[src/rtl/riscv_pkg.sv]
// Shared integer-pipeline constants: data width, register file geometry and the x0 index.
package riscv_pkg;
    localparam int XLEN       = 32;
    localparam int REG_ADDR_W = 5;
    localparam int NUM_REGS   = 32;
    localparam logic [REG_ADDR_W-1:0] REG_ZERO = 5'd0;
endpackage

[src/rtl/wb_regfile_if.sv]
// MEM/WB write-back bundle plus the ID-stage read ports of the integer register file.
interface wb_regfile_if
    import riscv_pkg::*;
#(
    parameter int XLEN  = riscv_pkg::XLEN,
    parameter int CNT_W = 32
);
    logic                  mem_to_reg_in;
    logic                  reg_write_in;
    logic [XLEN-1:0]       read_data_in;
    logic [XLEN-1:0]       alu_result_in;
    logic [REG_ADDR_W-1:0] reg_rd_in;
    logic [REG_ADDR_W-1:0] rs1_addr;
    logic [REG_ADDR_W-1:0] rs2_addr;
    logic [XLEN-1:0]       rs1_data;
    logic [XLEN-1:0]       rs2_data;
    logic [XLEN-1:0]       wb_data;
    logic                  wb_commit;
    logic [CNT_W-1:0]      commit_count;

    modport master (
        output mem_to_reg_in, reg_write_in, read_data_in, alu_result_in,
               reg_rd_in, rs1_addr, rs2_addr,
        input  rs1_data, rs2_data, wb_data, wb_commit, commit_count
    );

    modport slave (
        input  mem_to_reg_in, reg_write_in, read_data_in, alu_result_in,
               reg_rd_in, rs1_addr, rs2_addr,
        output rs1_data, rs2_data, wb_data, wb_commit, commit_count
    );
endinterface

[src/rtl/wb_regfile_register_bank.sv]
// Architectural register storage: one synchronous write port, two asynchronous read ports, x0 tied to zero.
module register_bank
    import riscv_pkg::*;
#(
    parameter int XLEN     = riscv_pkg::XLEN,
    parameter int NUM_REGS = riscv_pkg::NUM_REGS
) (
    input  logic                  clock,
    input  logic                  reset,
    input  logic                  we,
    input  logic [REG_ADDR_W-1:0] waddr,
    input  logic [XLEN-1:0]       wdata,
    input  logic [REG_ADDR_W-1:0] raddr1,
    input  logic [REG_ADDR_W-1:0] raddr2,
    output logic [XLEN-1:0]       rdata1,
    output logic [XLEN-1:0]       rdata2
);
    logic [XLEN-1:0] regs [NUM_REGS];

    always_ff @(posedge clock or negedge reset) begin
        if (!reset) begin
            for (int i = 0; i < NUM_REGS; i++) begin
                regs[i] <= '0;
            end
        end else if (we && (waddr != REG_ZERO)) begin
            regs[waddr] <= wdata;
        end
    end

    // x0 is forced on the read side so the storage entry never matters.
    assign rdata1 = (raddr1 == REG_ZERO) ? '0 : regs[raddr1];
    assign rdata2 = (raddr2 == REG_ZERO) ? '0 : regs[raddr2];
endmodule

[src/rtl/wb_regfile.sv]
// Write-back stage: selects load/ALU result, commits it to the register bank, bypasses it to ID reads.
module wb_regfile
    import riscv_pkg::*;
#(
    parameter int XLEN     = riscv_pkg::XLEN,
    parameter int NUM_REGS = riscv_pkg::NUM_REGS,
    parameter int CNT_W    = 32
) (
    input  logic         clock,
    input  logic         reset,
    wb_regfile_if.slave  bus
);
    logic [XLEN-1:0]  wb_data;
    logic             wb_commit;
    logic [XLEN-1:0]  bank_rdata1;
    logic [XLEN-1:0]  bank_rdata2;
    logic [XLEN-1:0]  rs1_data;
    logic [XLEN-1:0]  rs2_data;
    logic [CNT_W-1:0] commit_count;

    assign wb_data   = bus.mem_to_reg_in ? bus.read_data_in : bus.alu_result_in;
    assign wb_commit = bus.reg_write_in && (bus.reg_rd_in != REG_ZERO);

    register_bank #(
        .XLEN     (XLEN),
        .NUM_REGS (NUM_REGS)
    ) u_bank (
        .clock  (clock),
        .reset  (reset),
        .we     (wb_commit),
        .waddr  (bus.reg_rd_in),
        .wdata  (wb_data),
        .raddr1 (bus.rs1_addr),
        .raddr2 (bus.rs2_addr),
        .rdata1 (bank_rdata1),
        .rdata2 (bank_rdata2)
    );

    // The value being committed this cycle is forwarded so ID never sees a stale register.
    always_comb begin
        rs1_data = bank_rdata1;
        rs2_data = bank_rdata2;
        if (bus.rs1_addr == REG_ZERO) begin
            rs1_data = '0;
        end else if (wb_commit && (bus.rs1_addr == bus.reg_rd_in)) begin
            rs1_data = wb_data;
        end
        if (bus.rs2_addr == REG_ZERO) begin
            rs2_data = '0;
        end else if (wb_commit && (bus.rs2_addr == bus.reg_rd_in)) begin
            rs2_data = wb_data;
        end
    end

    always_ff @(posedge clock or negedge reset) begin
        if (!reset) begin
            commit_count <= '0;
        end else if (wb_commit) begin
            commit_count <= commit_count + CNT_W'(1);
        end
    end

    assign bus.wb_data      = wb_data;
    assign bus.wb_commit    = wb_commit;
    assign bus.rs1_data     = rs1_data;
    assign bus.rs2_data     = rs2_data;
    assign bus.commit_count = commit_count;
endmodule

[src/flat_wrapper.sv]
// flat-port wrapper written by rule: the top's interface ports become plain ports
module wb_regfile_flat import riscv_pkg::*;
#(
    parameter int XLEN     = riscv_pkg::XLEN,
    parameter int NUM_REGS = riscv_pkg::NUM_REGS,
    parameter int CNT_W    = 32
)
  (clock, reset, bus_mem_to_reg_in, bus_reg_write_in, bus_read_data_in, bus_alu_result_in, bus_reg_rd_in, bus_rs1_addr, bus_rs2_addr, bus_rs1_data, bus_rs2_data, bus_wb_data, bus_wb_commit, bus_commit_count);
  wb_regfile_if #(.XLEN(XLEN), .CNT_W(CNT_W)) bus_i ();
  input  logic clock;
  input  logic reset;
  input wire logic [$bits(bus_i.mem_to_reg_in)-1:0] bus_mem_to_reg_in;
  input wire logic [$bits(bus_i.reg_write_in)-1:0] bus_reg_write_in;
  input wire logic [$bits(bus_i.read_data_in)-1:0] bus_read_data_in;
  input wire logic [$bits(bus_i.alu_result_in)-1:0] bus_alu_result_in;
  input wire logic [$bits(bus_i.reg_rd_in)-1:0] bus_reg_rd_in;
  input wire logic [$bits(bus_i.rs1_addr)-1:0] bus_rs1_addr;
  input wire logic [$bits(bus_i.rs2_addr)-1:0] bus_rs2_addr;
  output wire logic [$bits(bus_i.rs1_data)-1:0] bus_rs1_data;
  output wire logic [$bits(bus_i.rs2_data)-1:0] bus_rs2_data;
  output wire logic [$bits(bus_i.wb_data)-1:0] bus_wb_data;
  output wire logic [$bits(bus_i.wb_commit)-1:0] bus_wb_commit;
  output wire logic [$bits(bus_i.commit_count)-1:0] bus_commit_count;
  assign bus_i.mem_to_reg_in = bus_mem_to_reg_in;
  assign bus_i.reg_write_in = bus_reg_write_in;
  assign bus_i.read_data_in = bus_read_data_in;
  assign bus_i.alu_result_in = bus_alu_result_in;
  assign bus_i.reg_rd_in = bus_reg_rd_in;
  assign bus_i.rs1_addr = bus_rs1_addr;
  assign bus_i.rs2_addr = bus_rs2_addr;
  assign bus_rs1_data = bus_i.rs1_data;
  assign bus_rs2_data = bus_i.rs2_data;
  assign bus_wb_data = bus_i.wb_data;
  assign bus_wb_commit = bus_i.wb_commit;
  assign bus_commit_count = bus_i.commit_count;
  wb_regfile #(.XLEN(XLEN), .NUM_REGS(NUM_REGS), .CNT_W(CNT_W)) u_core (.clock(clock), .reset(reset), .bus(bus_i));
endmodule
[config.mk]
export PLATFORM = sky130hd
export DESIGN_NAME = wb_regfile_flat
export DESIGN_NICKNAME = d
export VERILOG_FILES = /design/src/rtl/riscv_pkg.sv /design/src/rtl/wb_regfile_if.sv /design/src/rtl/wb_regfile_register_bank.sv /design/src/rtl/wb_regfile.sv /design/src/flat_wrapper.sv
export SDC_FILE = /design/constraint.sdc
export NUM_CORES = 2
export LEC_CHECK = 0
export CAP_MARGIN = 30
export CORE_UTILIZATION = 35
export DETAILED_ROUTE_END_ITERATION = 8
export SLEW_MARGIN = 20
export SYNTH_ARGS = -nofsm -noshare
export SYNTH_HDL_FRONTEND = slang
export SYNTH_SLANG_ARGS = --single-unit
[constraint.sdc]
create_clock -name clock -period 4 [get_ports clock]
set_clock_uncertainty 0.15 [all_clocks]
set_input_delay 1 -clock clock [delete_from_list [all_inputs] [get_ports clock]]
set_output_delay 1 -clock clock [all_outputs]
set_load 0.02 [all_outputs]
[Yosys cells after proc, flatten, opt, wreduce, memory -nomap -nowiden]
Index checks and enable logic that the tools add are counted.
Storage, ports and cells
  register bits after elaboration: 1056
  input port bits: 83
  word-level logic and storage cells: 65
Operators by class
  add/subtract/negate cells: 1
  order comparisons: 4
  eq/ne operators: 2
  multiplexer cells: 14
  bitwise logic cells: 3
  reduce and logical (&&, ||, !) cells: 8
Operator list (count)
  $bwmux W1024: 1
  $bmux W32 S5: 2
  $mux W32: 10
  $demux W32 S5: 1
  $add A32 B1 Y32 const B: 1
  $ge A6 B6 Y1 const B: 3
  $not A5 Y6: 3
  $eq A5 B5 Y1: 2
  $logic_not A5 Y1: 2
  $lt A6 B1 Y1 const B: 1
  $logic_and A1 B1 Y1: 5
  $reduce_bool A5 Y1: 1

[Logic depth before layout (Yosys ltp)]
  depth in word-level cells: 6
  gate-level depth with buffers: 11

[Hierarchy]
Synthesis repeated with hierarchy kept, for this count alone.
Unflattened totals
  cells, all modules: 3900
  area, all modules: 57207.4 µm²
Modules (own cells, without submodules)
  register_bank: times used 1, cells each 3513, area each 54075.6 µm²
  wb_regfile: times used 1, cells each 387, area each 3131.8 µm²

[Least setup slack after synthesis]
No wires, ideal clock.
  path type: input to output
  start: input bus_reg_rd_in[3]
  end: output bus_rs1_data[20]
  data arrival time: 2.921 ns
  required time: 2.850 ns
  slack: -0.071 ns
  stages: 7
  path through: or3_1 -> o31a_1 -> buf_2 -> and4_1 -> buf_2 -> buf_2 -> a211oi_1
Between the ends
  cells in the longest elaborated chain, start to end: 5
  elaborated cells between the ends (all ways): 6
  those cells by class: 1 x eq/ne; 2 x mux; 3 x reduce/logical
RTL lines
  start, declared: line flat_wrapper.sv:16  | input wire logic [$bits(bus_i.reg_rd_in)-1:0] bus_reg_rd_in;
  $reduce_bool A5 Y1: line wb_regfile.sv:22  | assign wb_commit = bus.reg_write_in && (bus.reg_rd_in != REG_ZERO);
  $logic_and A1 B1 Y1: line wb_regfile.sv:22
  named net bus_wb_commit: line flat_wrapper.sv:22  | output wire logic [$bits(bus_i.wb_commit)-1:0] bus_wb_commit;
  $logic_and A1 B1 Y1: line wb_regfile.sv:45  | end else if (wb_commit && (bus.rs1_addr == bus.reg_rd_in)) begin
  $mux W32: line wb_regfile.sv:45
  $mux W32: line wb_regfile.sv:43  | if (bus.rs1_addr == REG_ZERO) begin
  end, declared: line flat_wrapper.sv:19  | output wire logic [$bits(bus_i.rs1_data)-1:0] bus_rs1_data;
The timed path passes the listed nets, and every way through them passes these cells.

[Final worst setup path]
  start: input bus_rs2_addr[0]
  end: output bus_rs2_data[7]
Between the ends
  cells in the longest elaborated chain, start to end: 6
  elaborated cells between the ends (all ways): 9
  those cells by class: 1 x eq/ne; 5 x mux; 1 x bitwise; 2 x reduce/logical
RTL lines
  start, declared: line flat_wrapper.sv:18  | input wire logic [$bits(bus_i.rs2_addr)-1:0] bus_rs2_addr;
  $not A5 Y6 (not written as such): line wb_regfile_register_bank.sv:32  | assign rdata2 = (raddr2 == REG_ZERO) ? '0 : regs[raddr2];
  $bmux W32 S5: line wb_regfile_register_bank.sv:32
  $mux W32 (not written as such) (2 in a row): line wb_regfile_register_bank.sv:32
  $mux W32: line wb_regfile.sv:50  | end else if (wb_commit && (bus.rs2_addr == bus.reg_rd_in)) begin
  $mux W32 *: line wb_regfile.sv:48  | if (bus.rs2_addr == REG_ZERO) begin
  end, declared: line flat_wrapper.sv:20  | output wire logic [$bits(bus_i.rs2_data)-1:0] bus_rs2_data;
Mark *: on every way between the ends. The rest lies on a longest branch, timed or not. The select of a mux whose other input is x is not followed.

==> impl_metrics.csv <==
group,metric,value,unit
run_status,outcome,"finished with violations",
run_status,violations,"negative setup slack",
cells_and_area,nets,5825,
global_route,grt.overflow.total,0,
floorplan,ioPinCount,212,
cells_and_area,syn2layout_area_growth,32.02,%
synthesis,netlist_area,55650,sq um
clocking,cts_tree,"built",
timing,hold_viol,0,
clocking,htreeDepth,3,
critical_path,critPathLaunchType,"primary input",
critical_path,crit_path_end_kind,"output pin",
clocking,holdBufCountCts,0,
timing,setup_violations,64,
floorplan,die_y,400.8,microns
global_route,antenna_found_initial,5,
cells_and_area,drive_gt1_share,30.89,%
floorplan,core-area,157100,sq um
synthesis,synthCells,5185,
synthesis,synth_cell_types,68,
clocking,root_buffer,"clkbuf_16",
global_route,globalRouteTotalUtil,27.73,%
synthesis,netlist_top_cells_area,"dfrtp_1 (47%), mux4_2 (16%), mux2i_1 (6.5%)",
power,cellPowerDensity,482.4,nW/um^2
power,p_leak,31.63,nW
timing,max_slew.worst_pin.slew,874.2,ps
critical_path,cp-endpoint,"bus_rs2_data[7]",
synthesis,synth_flop_cell,"dfrtp_1",
timing,rsz0062_at_grt,"true",
floorplan,initial_utilization,35.42,%
critical_path,cp.required,2850,ps
clocking,clock-sinks,1056,
critical_path,r2r-start,"u_core.bus.commit_count[2]$_DFFE_PN0P_",
critical_path,reg2reg_setup_slack,1590,ps
synthesis,yosys_warnings,0,
timing,timing.final.ws_setup,-485.6,ps
timing,max_freq,0.2229,GHz
critical_path,startpoint,"bus_rs2_addr[0]",
clocking,clockBufferDepth,3,
critical_path,worstPathMaxFanout,7,
place,gp_congestion,0.9413,
synthesis,async_flop_share,100.0,%
route,via_per_inst,6.018,
clocking,path_clk_slew,70,ps
critical_path,r2r-end,"u_core.bus.commit_count[28]$_DFFE_PN0P_",
route,drtIter0Drc,5847,
route,post_drt_wl_per_cell,28.79,microns
power,vdd_drop_max,445.0,uV
worst_hold_path,worst_hold_path_type,"primary input to async pin",
timing,slew_headroom,41.72,%
timing,fin_crit,4486,ps
timing,hold_slack,43.39,ps
floorplan,die_w,400.8,microns
critical_path,ff2ff_path_depth,7,
synthesis,synth.ff_latch_count,1056,
route,dr.pass1.iters,5,
critical_path,cp.arrival,3340,ps
timing,layout_worst_path_cycle_share,112.1,%
synthesis,ys_seq_area_share,47.48,%
floorplan,dieArea,160600,sq um
floorplan,std_cell_rows,145,
route,ant_nets,0,
synthesis,yosys.area.top_type,"dfrtp_1",
route,vias,47520,
synthesis,synth_edf_count,0,
place,dp.final_hpwl,149.3,mm
synthesis,synth_top_cell_area_share,47.48,%
synthesis,synth_area_per_cell,10.73,sq um
timing,drv_slew,0,
route,drc,0,
global_route,grt_pass1_vias,46300,
critical_path,critPathKind,"primary input to output pin",
clocking,clock_latency,750,ps
global_route,grt_max_degree,113,
global_route,grt_first_pass_wirelength,326.9,mm
place,io_buffer_count,211,
route,wl,227.3,mm
clocking,cts_buffers,109,
cells_and_area,finish.utilization,46.76,%
synthesis,synth_nets,5269,
flow_run,cap_viol_max_count,0,
[cells by family after synthesis]
family,after synthesis,share of synthesized area (%)
buffers and inverters,587,5.124
AND/OR/NAND/NOR,1304,9.429
multiplexers,752,22.34
adder cells (fa/ha/maj),1,0.02248
XOR/XNOR,41,0.6452
flip-flops,1056,47.48
AO/OA/AOI/OAI,1444,14.96
[worst min path at each step]
| stage | from | end | slack (ps) |
|---|---|---|---|
| 4_1_cts | reset | u_core.u_bank.regs[123]$_DFFE_PN0P_ | 20 |
| 2_1_floorplan | u_core.u_bank.regs[1001]$_DFFE_PN0P_ | u_core.u_bank.regs[1001]$_DFFE_PN0P_ | 290 |
| 5_1_grt | reset | u_core.u_bank.regs[772]$_DFFE_PN0P_ | 30 |
| 3_5_place_dp | u_core.u_bank.regs[1010]$_DFFE_PN0P_ | u_core.u_bank.regs[1010]$_DFFE_PN0P_ | 230 |
| 3_3_place_gp | u_core.u_bank.regs[1020]$_DFFE_PN0P_ | u_core.u_bank.regs[1020]$_DFFE_PN0P_ | 230 |
| 6_report | reset | u_core.u_bank.regs[91]$_DFFE_PN0P_ | 40 |
[worst max-delay path: stages]
cell	delay, ps
buf_16	140
buf_12	140
buf_16	130
buf_12	130
mux4_2	520
mux4_2	540
a22oi_2	410
o21ai_2	130
buf_6	160
[stage by stage]
stage                     setup WS (ps)  cell area [sq um]  setup TNS [ps]  cells  power [mW]
final                            -485.6              73470          -16870   7895       35.44
after global routing             -448.3              73470          -18060   7894       36.87
after CTS                        -450.4              71940          -14750   7840       35.01
after detailed placement          -1577              64540          -61350   7503       23.29
after global placement            -1554              64540          -60240   7503       22.96
after floorplan                  -71.26              55650          -393.8   5185       19.68
[sequential cells by signal, indices dropped and copies added, names as in the netlist]
register / flops
u_core.u_bank.regs: 1024
u_core.bus.commit_count: 32
[power breakdown]
part	internal, mW	switching (mW)
logic	4.74	4.76
registers	12.9	1.86
clock network	6.52	4.63
[cell usage in the layout, fill, tap and decap left out, drive strengths merged, types with 33 or more instances in the layout]
| cell | instances |
|---|---|
| a211oi | 40 |
| a21oi | 572 |
| a221o | 43 |
| a221oi | 98 |
| a22oi | 49 |
| buf | 849 |
| clkbuf | 172 |
| clkdlybuf4s50 | 127 |
| dfrtp | 1056 |
| inv | 39 |
| mux2i | 359 |
| mux4 | 391 |
| nand2 | 590 |
| nand3 | 43 |
| nor2 | 573 |
| o21ai | 556 |
| o22ai | 33 |
[cell type report]
cell class	count	area (sq um)
Fill cell	14080	83640
Multi-Input combinational cell	3542	28760
Clock inverter	45	643.1
Sequential cell	1056	26430
Clock buffer	161	3277
Timing Repair Buffer	993	11640
Antenna cell	1	2.502
Tap cell	2058	2575
Inverter	39	147.6
[cells in the mapped netlist, drive strengths merged, types with 7 or more instances]
cell and instances:
a21oi 572, nor3 18, a22oi 49, mux4 391
o22ai 33, nand2b 9, and2 16, o21ai 556
a221o 43, a221oi 98, buf 161, a32oi 8
nand2 590, o311ai 7, a211oi 40, nand3 43
nor2 573, mux2i 359, xor2 19, clkbuf 387
nand4 8, xnor2 22, and3 13, o211ai 8
dfrtp 1056, inv 39
[repair_timing]
item	4_1_cts	5_1_grt
pin swaps	122	128
gates cloned	16	9
resized for setup	651	240
endpoints found under the setup margin	66	67
hold endpoints to repair	0	0
buffers inserted	130	71
[layer usage]
metal | up-vias | track usage, % | wire length (microns)
met5 | - | 0.7434 | 207
met4 | 8 | 12.56 | 11470
met3 | 583 | 8.837 | 28720
met2 | 2998 | 40.90 | 98150
met1 | 23920 | 37.05 | 88720
li1 | 20010 | - | -
No activity file was read; power rests on OpenSTA's default activity.
